### src/rtl/axis_dwc_defs.sv
// Shared definitions for the AXIS width downsizer.
// Width helpers and parameter legality predicates.
package axis_dwc_defs;

  function automatic int clog2(input int v);
    int r;
    r = 0;
    while ((1 << r) < v) r++;
    return r;
  endfunction

  function automatic int dwc_ratio(input int s_w, input int m_w);
    return s_w / m_w;
  endfunction

  function automatic int dwc_seg_w(input int ratio);
    return (ratio < 2) ? 1 : clog2(ratio);
  endfunction

  function automatic bit is_pow2(input int v);
    return (v > 0) && ((v & (v - 1)) == 0);
  endfunction

  function automatic bit dwc_legal(
    input int s_w, input int m_w,
    input int u_w, input int dly
  );
    int r;
    if (m_w <= 0) return 1'b0;
    r = s_w / m_w;
    return (s_w % 8 == 0) && (m_w % 8 == 0) &&
           (s_w % m_w == 0) && is_pow2(r) &&
           (r >= 2) && (u_w >= 1) && (dly >= 0);
  endfunction

endpackage

### src/rtl/axis_dwc_last_seg_finder.sv
// Finds the highest wide-beat segment with any keep bit set.
// Segment 0 is reported when keep is entirely zero.
module axis_dwc_last_seg_finder
  import axis_dwc_defs::*;
#(
  parameter int ratio  = 4,
  parameter int kw     = 2,
  parameter int seg_w  = 2
) (
  input  logic [ratio-1:0][kw-1:0] i_keep,
  output logic [seg_w-1:0]         o_final_seg
);

  // priority encoder: later (higher) segments override lower ones
  always_comb begin
    o_final_seg = '0;
    for (int k = 0; k < ratio; k++) begin
      if (|i_keep[k]) o_final_seg = seg_w'(k);
    end
  end

endmodule

### src/rtl/axis_data_width_downsizer.sv
// AXIS width downsizer: wide beats out as LS-first narrow beats.
// AXIS_DWC_SKIP_NULL_SEG_EN: drop trailing all-zero-keep segments.
module axis_data_width_downsizer
  import axis_dwc_defs::*;
#(
  parameter int s_data_width     = 64,
  parameter int m_data_width     = 16,
  parameter int user_width       = 1,
  parameter int simulation_delay = 1
) (
  input  logic                      clk,
  input  logic                      rst_n,
  input  logic [s_data_width-1:0]   s_axis_data,
  input  logic [s_data_width/8-1:0] s_axis_keep,
  input  logic [user_width-1:0]     s_axis_user,
  input  logic                      s_axis_last,
  input  logic                      s_axis_valid,
  output logic                      s_axis_ready,
  output logic [m_data_width-1:0]   m_axis_data,
  output logic [m_data_width/8-1:0] m_axis_keep,
  output logic [user_width-1:0]     m_axis_user,
  output logic                      m_axis_last,
  output logic                      m_axis_valid,
  input  logic                      m_axis_ready
);

  localparam int RATIO = dwc_ratio(s_data_width, m_data_width);
  localparam int SEG_W = dwc_seg_w(RATIO);
  localparam int MKW   = m_data_width / 8;

  if (!dwc_legal(s_data_width, m_data_width,
                 user_width, simulation_delay)) begin : g_bad_cfg
    $error("axis_data_width_downsizer: illegal parameters");
  end

  logic [RATIO-1:0][m_data_width-1:0] r_data;
  logic [RATIO-1:0][MKW-1:0]          r_keep;
  logic [user_width-1:0]              r_user;
  logic                               r_last;
  logic                               r_vld;
  logic [SEG_W-1:0]                   r_seg;

  logic [SEG_W-1:0] w_final;
  logic             w_at_final;
  logic             w_s_hs;
  logic             w_m_hs;

`ifdef AXIS_DWC_SKIP_NULL_SEG_EN
  logic [SEG_W-1:0] w_final_in;
  logic [SEG_W-1:0] r_final;

  axis_dwc_last_seg_finder #(
    .ratio (RATIO),
    .kw    (MKW),
    .seg_w (SEG_W)
  ) u_finder (
    .i_keep      (s_axis_keep),
    .o_final_seg (w_final_in)
  );

  // final segment index latched with each wide beat
  always_ff @(posedge clk or negedge rst_n) begin
    if (!rst_n)      r_final <= '0;
    else if (w_s_hs) r_final <= w_final_in;
  end

  assign w_final = r_final;
`else
  assign w_final = SEG_W'(RATIO - 1);
`endif

  assign w_at_final   = (r_seg == w_final);
  assign s_axis_ready = ~r_vld | (m_axis_ready & w_at_final);
  assign w_s_hs       = s_axis_valid & s_axis_ready;
  assign w_m_hs       = r_vld & m_axis_ready;

  assign m_axis_valid = r_vld;
  assign m_axis_data  = r_data[r_seg];
  assign m_axis_keep  = r_keep[r_seg];
  assign m_axis_user  = r_user;
  assign m_axis_last  = r_last & w_at_final;

  // hold register and segment walk; a new load beats the final drain
  always_ff @(posedge clk or negedge rst_n) begin
    if (!rst_n) begin
      r_data <= '0;
      r_keep <= '0;
      r_user <= '0;
      r_last <= 1'b0;
      r_vld  <= 1'b0;
      r_seg  <= '0;
    end else if (w_s_hs) begin
      r_data <= s_axis_data;
      r_keep <= s_axis_keep;
      r_user <= s_axis_user;
      r_last <= s_axis_last;
      r_vld  <= 1'b1;
      r_seg  <= '0;
    end else if (w_m_hs) begin
      if (w_at_final) r_vld <= 1'b0;
      else            r_seg <= r_seg + 1'b1;
    end
  end

endmodule

### config.mk
export PLATFORM = sky130hd
export DESIGN_NAME = axis_data_width_downsizer
export DESIGN_NICKNAME = d
export VERILOG_FILES = /design/src/rtl/axis_dwc_defs.sv /design/src/rtl/axis_dwc_last_seg_finder.sv /design/src/rtl/axis_data_width_downsizer.sv
export SDC_FILE = /design/constraint.sdc
export NUM_CORES = 1
export LEC_CHECK = 0
export ABC_AREA = 1
export BUFFER_PORTS_ARGS = -buffer_cell sky130_fd_sc_hd__buf_2
export CORE_MARGIN = 2
export CORE_UTILIZATION = 48
export DETAILED_ROUTE_END_ITERATION = 7
export PLACE_DENSITY_LB_ADDON = 0.05
export SYNTH_ARGS = -nofsm -noshare
export SYNTH_HDL_FRONTEND = slang
export SYNTH_SLANG_ARGS = --single-unit
### constraint.sdc
create_clock -name clk -period 1.3 [get_ports clk]
set_clock_uncertainty 0.1 [all_clocks]
set_input_delay 0 -clock clk [delete_from_list [all_inputs] [get_ports clk]]
set_output_delay 0 -clock clk [all_outputs]
set_load 0.1 [all_outputs]
==> results of run 1 <==
[synth_stat cells]
cell / instances
buf_1: 1
buf_2: 22
buf_4: 1
buf_6: 1
buf_8: 7
clkbuf_1: 2
clkinv_1: 1
dfrtp_1: 77
ha_1: 1
inv_1: 40
inv_2: 1
nand2_1: 191
nand2_2: 42
nand3_1: 74
nand4_1: 2
o211ai_1: 18
o21ai_0: 9
o21ai_1: 9
[cells by family after synthesis]
| family | share of synthesized area (%) |
|---|---|
| buf+inv | 10.3 |
| simple gates | 34.7 |
| flops | 49.0 |
| compound gates | 5.73 |
| fa+ha+maj | 0.318 |
[per-stage QoR]
| step | util (%) | hold slack [ps] |
|---|---|---|
| CTS | 93.6 | 299 |
| floorplan | - | -396 |
| global placement | 63.7 | -184 |
| detailed placement | 63.7 | -182 |
[what timing repair did]
item / 4_1_cts
pin swaps: 60
gates cloned: 20
hold endpoints to repair: 153
buffers inserted: 25
endpoints found under the setup margin: 96
resized for setup: 155
hold buffers: 78
==> impl_results.md, run 1 <==
- Status: did not finish
- Stopping stage: 5_1_grt
- Stop Error: [ERROR DPL-0033] detailed placement checks failed during check placement.
- Yosys top cell by area: dfrtp_1
- Pin count of the biggest net entering global routing: 34
- GR repair worst EP: m_axis_data[0]
- Syn nets: ~580
- Clock root buffer: clkbuf_8
- I/O Pins: 100
- Worst EP Category: output port
- Area contributors post-synth: dfrtp_1 49%, nand2_1 18%, nand3_1 9.4%
- Dpl cell area: ~5200 µm²
- I/O Buffers: just under 100
- RD Place Congestion: 0.827
- Yosys warns: 0
- DP Wirelength: roughly 7300 µm
- Seq cells post-synth: a little under 80
- Sequential area share after synthesis: slightly below 50%
- Num CTS Buffers: 9
- Clk sinks: 77
- H-tree depth: 3
- Post-synth cell types: 18
- Top-area cell type share of the netlist area: about half
- Starting Density: between 40% and 50%
- Syn Area/Cell: approximately 7.9 µm²
- Die Span X: about 94 µm
- Rows: 33
- # placed instances: 700
- Initial antenna violation count: 4
- Cell Area, Synth: 3930 µm²
- Max Root-Sink Buffers: 2
- Die Ht: between 90 and 100 µm
- Mapped Cells: around 500
- Pre-CTS worst setup slack: -133 ps
==> inputs of run 2 (changes only) <==
--- a/config.mk
+++ b/config.mk
@@ -8,9 +8,9 @@
 export ABC_AREA = 1
 export BUFFER_PORTS_ARGS = -buffer_cell sky130_fd_sc_hd__buf_2
 export CORE_MARGIN = 2
-export CORE_UTILIZATION = 48
+export CORE_UTILIZATION = 40
 export DETAILED_ROUTE_END_ITERATION = 7
-export PLACE_DENSITY_LB_ADDON = 0.05
+export PLACE_DENSITY_LB_ADDON = 0.15
 export SYNTH_ARGS = -nofsm -noshare
 export SYNTH_HDL_FRONTEND = slang
 export SYNTH_SLANG_ARGS = --single-unit
==> constraint.sdc (replaced) <==
create_clock -name clk -period 1.7 [get_ports clk]
set_clock_uncertainty 0.1 [all_clocks]
set_input_delay 0 -clock clk [delete_from_list [all_inputs] [get_ports clk]]
set_output_delay 0 -clock clk [all_outputs]
set_load 0.1 [all_outputs]
==> run 2 against run 1 <==
  * The flow now finishes, with violations (setup timing)
  * Synthesized cell count did not move
  * Synthesized area did not move
==> impl_results.md, run 2 <==
- Status: complete, but fails checks
- Failing checks: setup timing
- Max Fanout on Critical Path: 23
- Asr flop ratio synth: 100% (unchanged)
- Num CTS Buffers: 9 (unchanged)
- Area contributors post-synth: dfrtp_1 49%, nand2_1 18%, nand3_1 9.4%
- Top-area cell type share of the netlist area: 49.0% (unchanged)
- Worst reg2reg startpoint: r_seg[1]$_DFFE_PN0P_
- Reg clk slew, reported paths: 80 ps
- Post-synth cell types: 18 (unchanged)
- Initial antenna violation count: 0
- Yosys warns: 0 (unchanged)
- Max stage delay on crit path: just under 400 ps
- Top FF cell, synth: dfrtp_1
- Die Span X: 103 µm (+9.1%)
- Regs by FF count: r_data: 64 flops, r_keep: 8 flops, r_seg: 2 flops
- Cell Area, Synth: 3930 µm² (unchanged)
- Routed Antenna Nets: 0
- Via density: between 4 and 5
- Slowest cell on crit path: dfrtp_1
- Max Root-Sink Buffers: 2 (unchanged)
- Most frequent cell after synthesis: nand2_1
- Filler cell count: 866
- Tmin final: approximately 1700 ps
- Starting Density: 40.8% (-7.8 points)
- Max Cap Viol: 0
- Total congestion overflow: 0
- Register-to-Register Path Depth: 8
- Critical Path Source: r_seg[1]$_DFFE_PN0P_
- CTS tree: done
- Pin count of the biggest net entering global routing: 62
- H-tree depth: 3 (unchanged)
- Maximum vdd drop: 2.81 mV
- I/O Pins: 100 (unchanged)
- Slew Limit Headroom: 51.0%
- Logic pwr share: roughly two thirds
- Maximum clock rate: roughly 580 MHz
- Clock group share of total power: between 10% and 20%
- Die Ht: 103 µm (+9.1%)
- Worst Setup EP: s_axis_ready
- Layout area overhead: 52.8%
- Die area: ~11,000 µm²
- Commonest non-fill, non-tap cell in the layout: nand2_1
- # placed instances: 711 (+1.6%)
- Syn Area/Cell: 7.88 µm² (unchanged)
- Crit. End Element: output port
- Worst slew pin tran: 732 ps
- Tot GR Track Use: about 22%
- Reg-to-reg endpoint: r_data[61]$_DFFE_PN0P_
- First-pass GRT wire length: between 15,000 and 20,000 µm
- Seq cells post-synth: 77 (unchanged)
- WP data arrival: between 1500 and 2000 ps
- Crit path top cell by count: buf_12
- Sequential area share after synthesis: 49.0% (unchanged)
- Crit-path cells: buf_4 -> ha_2 -> nand2_2 -> nand2_4 -> buf_12 -> buf_12
- Met1 WL: ~5300 µm
- Hold crit path type: input pin to async pin
- Antenna Cells: 0
- Critical Path RT: between 1500 and 2000 ps
- Mapped Cells: 499 (unchanged)
- Wirelength, routed: between 10,000 and 15,000 µm
- Hold Vio Cnt, Final: 0
- Flop-to-flop setup slack: 110 ps
- RD Place Congestion: 0.803 (-2.8%)
- Setup TNS: -108 ps
- RSZ-0062 raised after global routing: yes
- Most frequent cells in the layout: 177 x nand2_1, 78 x dlygate4sd3_1, 78 x buf_2, 75 x dfrtp_1, 74 x nand3_1
- Vias in the first global route: around 3.7k
- Yosys top cell by area: dfrtp_1
- Pwr dens: 2210 nW/µm²
- Post-synth top cells: 191 x nand2_1, 77 x dfrtp_1, 74 x nand3_1
- Switching part of the total power: about half
- Fin crit share: 102%
- Clk sinks: 77 (unchanged)
- Switch Pwr: approximately 6700 µW
- DP Wirelength: 7180 µm (-1.3%)
- CORE AREA: 9640 µm²
- Crit start category: flip-flop
- Max FFs per register: 64
- I/O Buffers: 99 (unchanged)
- Nets@finish: ~750
- Pwr Total: approximately 13,000 µW
- Crit Path Class: flip-flop to output port
- Number of non-filler instances in the completed layout: 810
- Clock root buffer: clkbuf_8
- Wire length on met3: roughly 650 µm
- Endpoints failing setup: 4
- Wire per inst: 14.3 µm
- Internal power: about 6500 µW
- EDFF count, synth: 0 (unchanged)
- Router iterations before antenna repair: 4
- Sequential cell fraction of total power: between 20% and 30%
- Via count: between 3k and 4k
- Syn nets: 578 (unchanged)
- Metal2 WL: 5480 µm
- Post-route DRC: 0
- Layout cells sized above 1: ~30%
- Pleak: about 0.0031 µW
- Clk_lat worst skew: between 300 and 400 ps
- Reg with most FFs: r_data
- Multi-input gate area: 1670 µm²
- Rows: 36 (+9.1%)
- Top Layer Used: met4
- Final worst slack: -38.9 ps
- DR iter-0 viols: 228
- Slew Limit Fails: 0
- Seq. cell area: between 1500 and 2000 µm²
-- run 2: critical path, delay by kind of cell, from the launching register on --
| family | cells | cell delay [ps] |
|---|---|---|
| fa+ha+maj | 1 | 200 |
| buf+inv | 3 | 500 |
| simple gates | 2 | 180 |
| flops | 1 | 390 |
-- run 2: routing by layer --
metal,vias up,track usage [%]
met2,113,34.5
met1,1798,32.0
met3,14,3.05
met5,-,0
li1,1918,-
met4,0,9.62
-- run 2: area by class of cell --
type / instances / share of cell area, %
flip-flops and latches: 77 / 32.1
clock buffers: 13 / 2.65
inverters: 42 / 2.71
repair buffers: 196 / 31.1
clock inverters: 3 / 0.750
well taps: 133 / 2.77
multi-input cells: 346 / 27.9
-- run 2: kinds of logic after synthesis --
| logic type | synth area share, % |
|---|---|
| compound gates | 5.73 |
| fa+ha+maj | 0.318 |
| buf+inv | 10.3 |
| flops | 49.0 |
| simple gates | 34.7 |
-- run 2: power groups by stage --
stage	registers (µW)	logic [µW]	clock network, µW
finish	3220	8590	1460
global route	3320	9120	1580
CTS	3200	8490	1490
detailed placement	3220	7950	0
global placement	3210	7890	0
floorplan	3210	5260	0
-- run 2: worst min-delay path by stage --
| stage | from | to | slack (ps) | cells after the start |
|---|---|---|---|---|
| global route | rst_n | r_data[29]$_DFFE_PN0P_ | 120 | 3 |
| floorplan | rst_n | m_axis_user$_DFFE_PN0P_ | -400 | 0 |
| detailed placement | rst_n | r_keep[1]$_DFFE_PN0P_ | -220 | 1 |
| finish | rst_n | r_keep[7]$_DFFE_PN0P_ | 90 | 3 |
| global placement | rst_n | r_keep[3]$_DFFE_PN0P_ | -220 | 1 |
| CTS | rst_n | r_data[26]$_DFFE_PN0P_ | 110 | 3 |
-- run 2: what timing repair did --
item	4_1_cts	5_1_grt
endpoints found under the setup margin	19	85
hold endpoints to repair	154	0
hold buffers	78	0
gates cloned	1	1
buffers inserted	3	0
pin swaps	5	7
gates resized for setup	28	18
-- run 2: per-stage QoR --
stage / hold WS, ps / area, µm² / worst slack [ps] / util [%]
floorplan: -396 / 3930 / 6.88 / -
global placement: -220 / 4800 / 127 / 49.8
detailed placement: -216 / 4800 / 104 / 49.8
CTS: 108 / 5930 / -69.3 / 61.6
global route: 120 / 6010 / -106 / 62.3
finish: 88.2 / 6010 / -38.9 / 62.3
Note: power is estimated with default switching activity, not from simulation.
